--- config.mk ---
export PLATFORM = sky130hd
export DESIGN_NAME = mult_datapath
export DESIGN_NICKNAME = d
export VERILOG_FILES = /design/src/rtl/mult_datapath.sv
export SDC_FILE = /design/constraint.sdc
export NUM_CORES = 1
export LEC_CHECK = 0
export ABC_AREA = 1
export BUFFER_PORTS_ARGS = -buffer_cell sky130_fd_sc_hd__buf_2
export CELL_PAD_IN_SITES_DETAIL_PLACEMENT = 0
export CELL_PAD_IN_SITES_GLOBAL_PLACEMENT = 1
export CORE_MARGIN = 4
export CORE_UTILIZATION = 38
export CTS_CLUSTER_DIAMETER = 200
export DETAILED_ROUTE_END_ITERATION = 8
export PLACE_DENSITY_LB_ADDON = 0.1
export SYNTH_ARGS = -nofsm -noshare
export SYNTH_HDL_FRONTEND = slang
export SYNTH_SLANG_ARGS = --single-unit
--- constraint.sdc ---
create_clock -name clk -period 1.7 [get_ports clk]
set_clock_uncertainty 0.05 [all_clocks]
set_input_delay 0.34 -clock clk [delete_from_list [all_inputs] [get_ports clk]]
set_output_delay 0.34 -clock clk [all_outputs]
set_load 0.01 [all_outputs]
--- src/rtl/mult_datapath.sv ---
// Shift-add datapath for the 8x8 signed multiplier with a sequential
// double-dabble binary-to-BCD converter for the display stage.
module mult_datapath #(
  parameter int N      = 8,
  parameter int DIGITS = 5
) (
  input  logic                  clk,
  input  logic                  reset,
  input  logic [N-1:0]          a,
  input  logic [N-1:0]          b,
  input  logic                  load,
  input  logic                  enable,
  input  logic                  Psel,
  input  logic                  done,
  output logic                  z_flag,
  output logic                  b0,
  output logic [2*N-1:0]        product,
  output logic                  sign,
  output logic [4*DIGITS-1:0]   bcd,
  output logic                  bcd_valid
);

  localparam int W  = 2 * N;
  localparam int CW = $clog2(W + 1);
  localparam int BW = 4 * DIGITS;

  typedef enum logic {IDLE, CONV} state_t;

  state_t          state;
  logic [W-1:0]    mcand;
  logic [W-1:0]    acc;
  logic [W-1:0]    bin;
  logic [N-1:0]    mplier;
  logic [N-1:0]    a_mag;
  logic [N-1:0]    b_mag;
  logic            sgn;
  logic [BW-1:0]   bcd_reg;
  logic [BW-1:0]   bcd_adj;
  logic [CW-1:0]   cnt;

  // |-2^(N-1)| wraps to 2^(N-1), which is correct when read as unsigned.
  assign a_mag  = a[N-1] ? -a : a;
  assign b_mag  = b[N-1] ? -b : b;
  assign z_flag = (mplier == '0);
  assign b0     = mplier[0];
  assign bcd    = bcd_reg;

  // NOTE: always_comb assigns a full default first so no latch is inferred.
  always_comb begin
    bcd_adj = bcd_reg;
    for (int i = 0; i < DIGITS; i++) begin
      if (bcd_reg[4*i +: 4] >= 4'd5)
        bcd_adj[4*i +: 4] = bcd_reg[4*i +: 4] + 4'd3;
    end
  end

  // NOTE: sequential state uses non-blocking assignments so every register
  // samples the pre-edge values, independent of statement order.
  always_ff @(posedge clk) begin
    if (reset) begin
      mcand  <= '0;
      mplier <= '0;
      acc    <= '0;
      sgn    <= 1'b0;
    end else if (load) begin
      mcand  <= {{N{1'b0}}, a_mag};
      mplier <= b_mag;
      acc    <= '0;
      sgn    <= a[N-1] ^ b[N-1];
    end else if (enable) begin
      if (Psel)
        acc <= acc + mcand;
      mcand  <= mcand << 1;
      mplier <= mplier >> 1;
    end
  end

  always_ff @(posedge clk) begin
    if (reset) begin
      state     <= IDLE;
      product   <= '0;
      sign      <= 1'b0;
      bin       <= '0;
      bcd_reg   <= '0;
      cnt       <= '0;
      bcd_valid <= 1'b0;
    end else if (load) begin
      // New operands abandon any conversion in flight.
      state     <= IDLE;
      bcd_valid <= 1'b0;
    end else begin
      case (state)
        IDLE: begin
          if (done) begin
            product <= sgn ? -acc : acc;
            sign    <= sgn & (acc != '0);
            bin     <= acc;
            bcd_reg <= '0;
            cnt     <= CW'(W);
            state   <= CONV;
          end
        end
        CONV: begin
          {bcd_reg, bin} <= {bcd_adj, bin} << 1;
          cnt            <= cnt - CW'(1);
          if (cnt == CW'(1)) begin
            state     <= IDLE;
            bcd_valid <= 1'b1;
          end
        end
        default: state <= IDLE;
      endcase
    end
  end

endmodule
### Word-level counts from Yosys, hierarchy flattened

Cells that the tools add are included.

* $add $sub $neg: 10
* order comparisons: 5
* equality and inequality tests: 2
* multiplexer cells: 21
* bitwise operators: 4
* reductions and logical operators: 8

Operator list (number)
* 8-bit two-way mux: 6
* 20-bit case mux with 2 select lines: 1
* 16-bit two-way mux: 2
* 16-bit case mux with 2 select lines: 1
* 4-bit by 3-bit >= comparator with 1-bit output (second input constant): 5
* 20-bit two-way mux: 1
* 16-bit adder: 1
* 4-bit by 2-bit adder with 4-bit output (second input constant): 4
* 4-bit two-way mux: 4
* 16-bit negation: 1
* 8-bit negation: 2
* 16-bit nonzero test: 1
* 5-bit case mux with 2 select lines: 1
* 8-bit zero test: 1
* 2-bit AND reduction: 3
* 5-bit by 1-bit == test with 1-bit output (second input constant): 1
* 5-bit two-way mux: 1
* 5-bit by 1-bit subtractor with 5-bit output (second input constant): 1
* 3-bit by 2-bit adder with 3-bit output (second input constant): 1
* 3-bit two-way mux: 1
* 3-bit AND reduction: 1
* 1-bit two-way mux: 2
* 2-bit != test (second input constant): 1
* 1-bit inverter: 2
* 5 further kinds: 5

* bits in registers: 101
* input port bits: 22
* output and inout bits: 40

### Longest topological paths before layout

* depth after elaboration: 3
* mapped depth: 12

### Worst setup path after synthesis

No wires, ideal clock.

* path kind: register -> register
* start: register acc[0]
* end: register acc[8]
* library setup time: 0.056 ns
* data arrival time: 1.634 ns
* required time: 1.594 ns
* setup slack: -0.040 ns
* stages on the path, launching flop included: 12
* clock period less this slack: 1.740 ns
* path through: dfxtp_1 -> ha_1 -> inv_1 -> fa_1 -> inv_1 -> nand3_1 -> nand3_1 -> a21oi_1 -> or2_1 -> nand3_1 -> nand2_1 -> inv_1

* cells in the longest elaborated chain, start to end: 1

RTL lines
* start: declaration: RTL line 31 `logic [W-1:0] acc;`
* start signal: assignment: RTL line 72 `acc <= acc + mcand;`
* 16-bit adder: RTL line 72

Every way passes these cells.
A chain may end at the register's enable or synchronous reset.

### Worst setup path in the final report

* start: register mplier[2]
* end: output z_flag

* cells in the longest elaborated chain, start to end: 1

RTL lines
* start: declaration: RTL line 33 `logic [N-1:0] mplier;`
* start signal: assignment: RTL line 67 `mplier <= b_mag;`
* start signal: assignment: RTL line 74 `mplier <= mplier >> 1;`
* 8-bit zero test: RTL line 44 `assign z_flag = (mplier == '0);`
* end: declaration: RTL line 15 `output logic z_flag,`

Every way passes these cells.

==> impl_metrics.env <==
export IMPL_swShare=0.282
export IMPL_io_buffers=61
export IMPL_design_portCount=62
export IMPL_synth_compound_area_frac=0.161
export IMPL_synth_top_family_by_area="simple AND/OR/NAND/NOR gates"
export IMPL_netlist_top_cells_area="dfxtp_1 (34%), nand2_1 (16%), inv_1 (7.1%)"
export IMPL_vias=5831
export IMPL_antenna_found_initial=0
export IMPL_worst_pin_slew_ns=0.381
export IMPL_overflow=0
export IMPL_firstDrtPassIters=4
export IMPL_min_path_type="in -> reg"
export IMPL_whs_path_depth=4
export IMPL_p_int_mw=3.78
export IMPL_leakagePower_nw=3.38
export IMPL_synthSimpleGateAreaFrac=0.298
export IMPL_drv_slew=0
export IMPL_place_hpwl_um=11800
export IMPL_largest_reg_flops=20
export IMPL_cts_made_buffers=9
export IMPL_syn_nets=949
export IMPL_power_density_nw_per_um2=715
export IMPL_die_h_um=133
export IMPL_h_tree_depth=3
export IMPL_clockRootBuffer="clkbuf_16"
export IMPL_whs_ns=0.237
export IMPL_die_area_um2=17800
export IMPL_crit_start="mplier[2]$_SDFFE_PP0P_"
export IMPL_area_growth_pct=23.0
export IMPL_p_seq_frac=0.480
export IMPL_syn_avg_cell_area_um2=6.68
export IMPL_drc=0
export IMPL_violations="setup timing"
export IMPL_r2r_cells=11
export IMPL_fp_coreArea_um2=15300
export IMPL_crit_required_ns=1.31
export IMPL_holdCritStartpoint="b[6]"
export IMPL_grt_pass1_vias=5449
export IMPL_min_period_over_period=1.00
export IMPL_rrSetupSlack_ns=0.04
export IMPL_fin_ws_ns=-0.00280
export IMPL_synth_xor_area_frac=0.0249
export IMPL_status="finished, violations left"
export IMPL_gp_congestion=0.864
export IMPL_ir_drop_uv=518
export IMPL_synth_seq_cells=101
export IMPL_yosys_area_top_type="dfxtp_1"
export IMPL_post_route_min_period_ns=1.70
export IMPL_share_comb_of_total_power=0.155
export IMPL_start_kind="flop"
export IMPL_grt_pass1_wl_um=26200
export IMPL_fin_tns_setup_ns=-0.00280
export IMPL_ys_warn_count=0
export IMPL_cap_violations=0
export IMPL_synthAdderAreaFrac=0.0661
export IMPL_muxShareOfSynthArea=0
export IMPL_final_cell_mix="nand2_1 (249), inv_1 (110), dfxtp_1 (88)"
export IMPL_drt_wirelength_per_cell_um=13.1
export IMPL_crit_path_end_kind="primary output"
export IMPL_crit_type="reg -> out"
export IMPL_yosysSeqAreaShare=0.338
export IMPL_max_slew_margin_rel=0.746
export IMPL_rsz0062_at_grt="true"
export IMPL_fmax_mhz=587
export IMPL_drive_gt1_frac=0.214
export IMPL_nets=1040
export IMPL_antenna_left=0
export IMPL_clockBufferDepth=2
export IMPL_drt_iter0_markers=272
export IMPL_p_total_mw=5.26
export IMPL_critPathMaxFanout=2
export IMPL_ys_types=41
export IMPL_cts_tree="done"
export IMPL_p_sw_mw=1.48
export IMPL_synth_area_um2=5980
export IMPL_wirelength_um=15700
export IMPL_reg2reg_from="mcand[12]$_SDFFE_PP0P_"
export IMPL_syn_inst=896
export IMPL_utilization=0.481
export IMPL_start_util=0.391
export IMPL_cts_clk_slew_worst_paths_ns=0.07
export IMPL_power_share_clock=0.365
export IMPL_cp_data_arrival_time_ns=1.31
export IMPL_dp_slack_ns=-0.0392
export IMPL_rows=45
export IMPL_clk_latency_ns=0.35
export IMPL_setup_violations=1
export IMPL_hold_viol=0
export IMPL_grtUsageTotal=0.178
export IMPL_layout_commonest_cell="nand2_1"
export IMPL_num_antenna_cells=0
export IMPL_viasPerCell=4.85
export IMPL_synth_top_area_frac=0.338
export IMPL_grt_max_degree=31
export IMPL_die_x_um=133
export IMPL_cts_sinks=101
routing by layer:
layer / track usage / routed length (µm) / share of wire / vias up
met5: 0 / 0 / 0 / -
met4: 0.0331 / 104 / 0.0066 / 0
met3: 0.0400 / 568 / 0.036 / 6
met2: 0.276 / 6850 / 0.44 / 87
met1: 0.255 / 8180 / 0.52 / 2656
li1: - / - / - / 3082
synthesized netlist by cell type, drive strengths merged:
cell type	instances
nand4	11
inv	124
o221ai	3
or2	4
a22oi	4
nand3b	7
nor2	54
fa	1
nand2	262
xor2	14
nor3	13
o211ai	9
clkinv	2
xnor2	3
a221oi	1
clkbuf	7
dfxtp	101
and2	1
nand3	56
a31oi	15
buf	26
o22ai	1
a21o	2
o21ai	69
nor4	2
ha	30
a21oi	74
power groups by stage:
stage,Sequential (mW),Combinational (mW),Clock [mW]
after floorplan,2.56,0.504,0
after global placement,2.56,0.753,0
after detailed placement,2.56,0.758,0
after CTS,2.51,0.764,1.99
after global routing,2.54,0.919,2.08
final,2.53,0.813,1.92
kinds of logic after synthesis:
kind of cell | count (synthesis)
simple gates | 410
xor+xnor | 17
compound gates | 178
fa+ha+maj | 31
flops | 101
buf+inv | 159
cell type report:
class | instances | area (µm²)
repair buffers | 113 | 733
multi-input cells | 636 | 3580
inverters | 126 | 475
clock inverters | 6 | 38.8
clock buffers | 10 | 229
fillers | 1587 | 7950
flip-flops and latches | 101 | 2040
well taps | 211 | 264
worst paths after layout:
path / endpoint
worst max register to register: acc[13]$_SDFFE_PP0P_
worst min register to register: product[15]$_SDFFE_PP0P_
worst min-delay path: mplier[7]$_SDFFE_PP0P_
worst max-delay path: z_flag
critical path, cell delays in order, from the launching register on:
cell and delay [ns]:
dfxtp_2 0.33, or2_4 0.25, nor4_4 0.22, buf_2 0.17
stage by stage:
stage | instances | instance area [µm²]
final | 1203 | 7360
after global routing | 1203 | 7360
after CTS | 1200 | 7050
after detailed placement | 1184 | 6760
after global placement | 1184 | 6760
after floorplan | 896 | 5980
timing repair:
action,CTS,global route
pin swaps,4,13
setup endpoints to repair,6,17
resized for setup,5,57
buffers inserted,0,3
hold buffers,0,0
(Power assumes the default switching activity.)
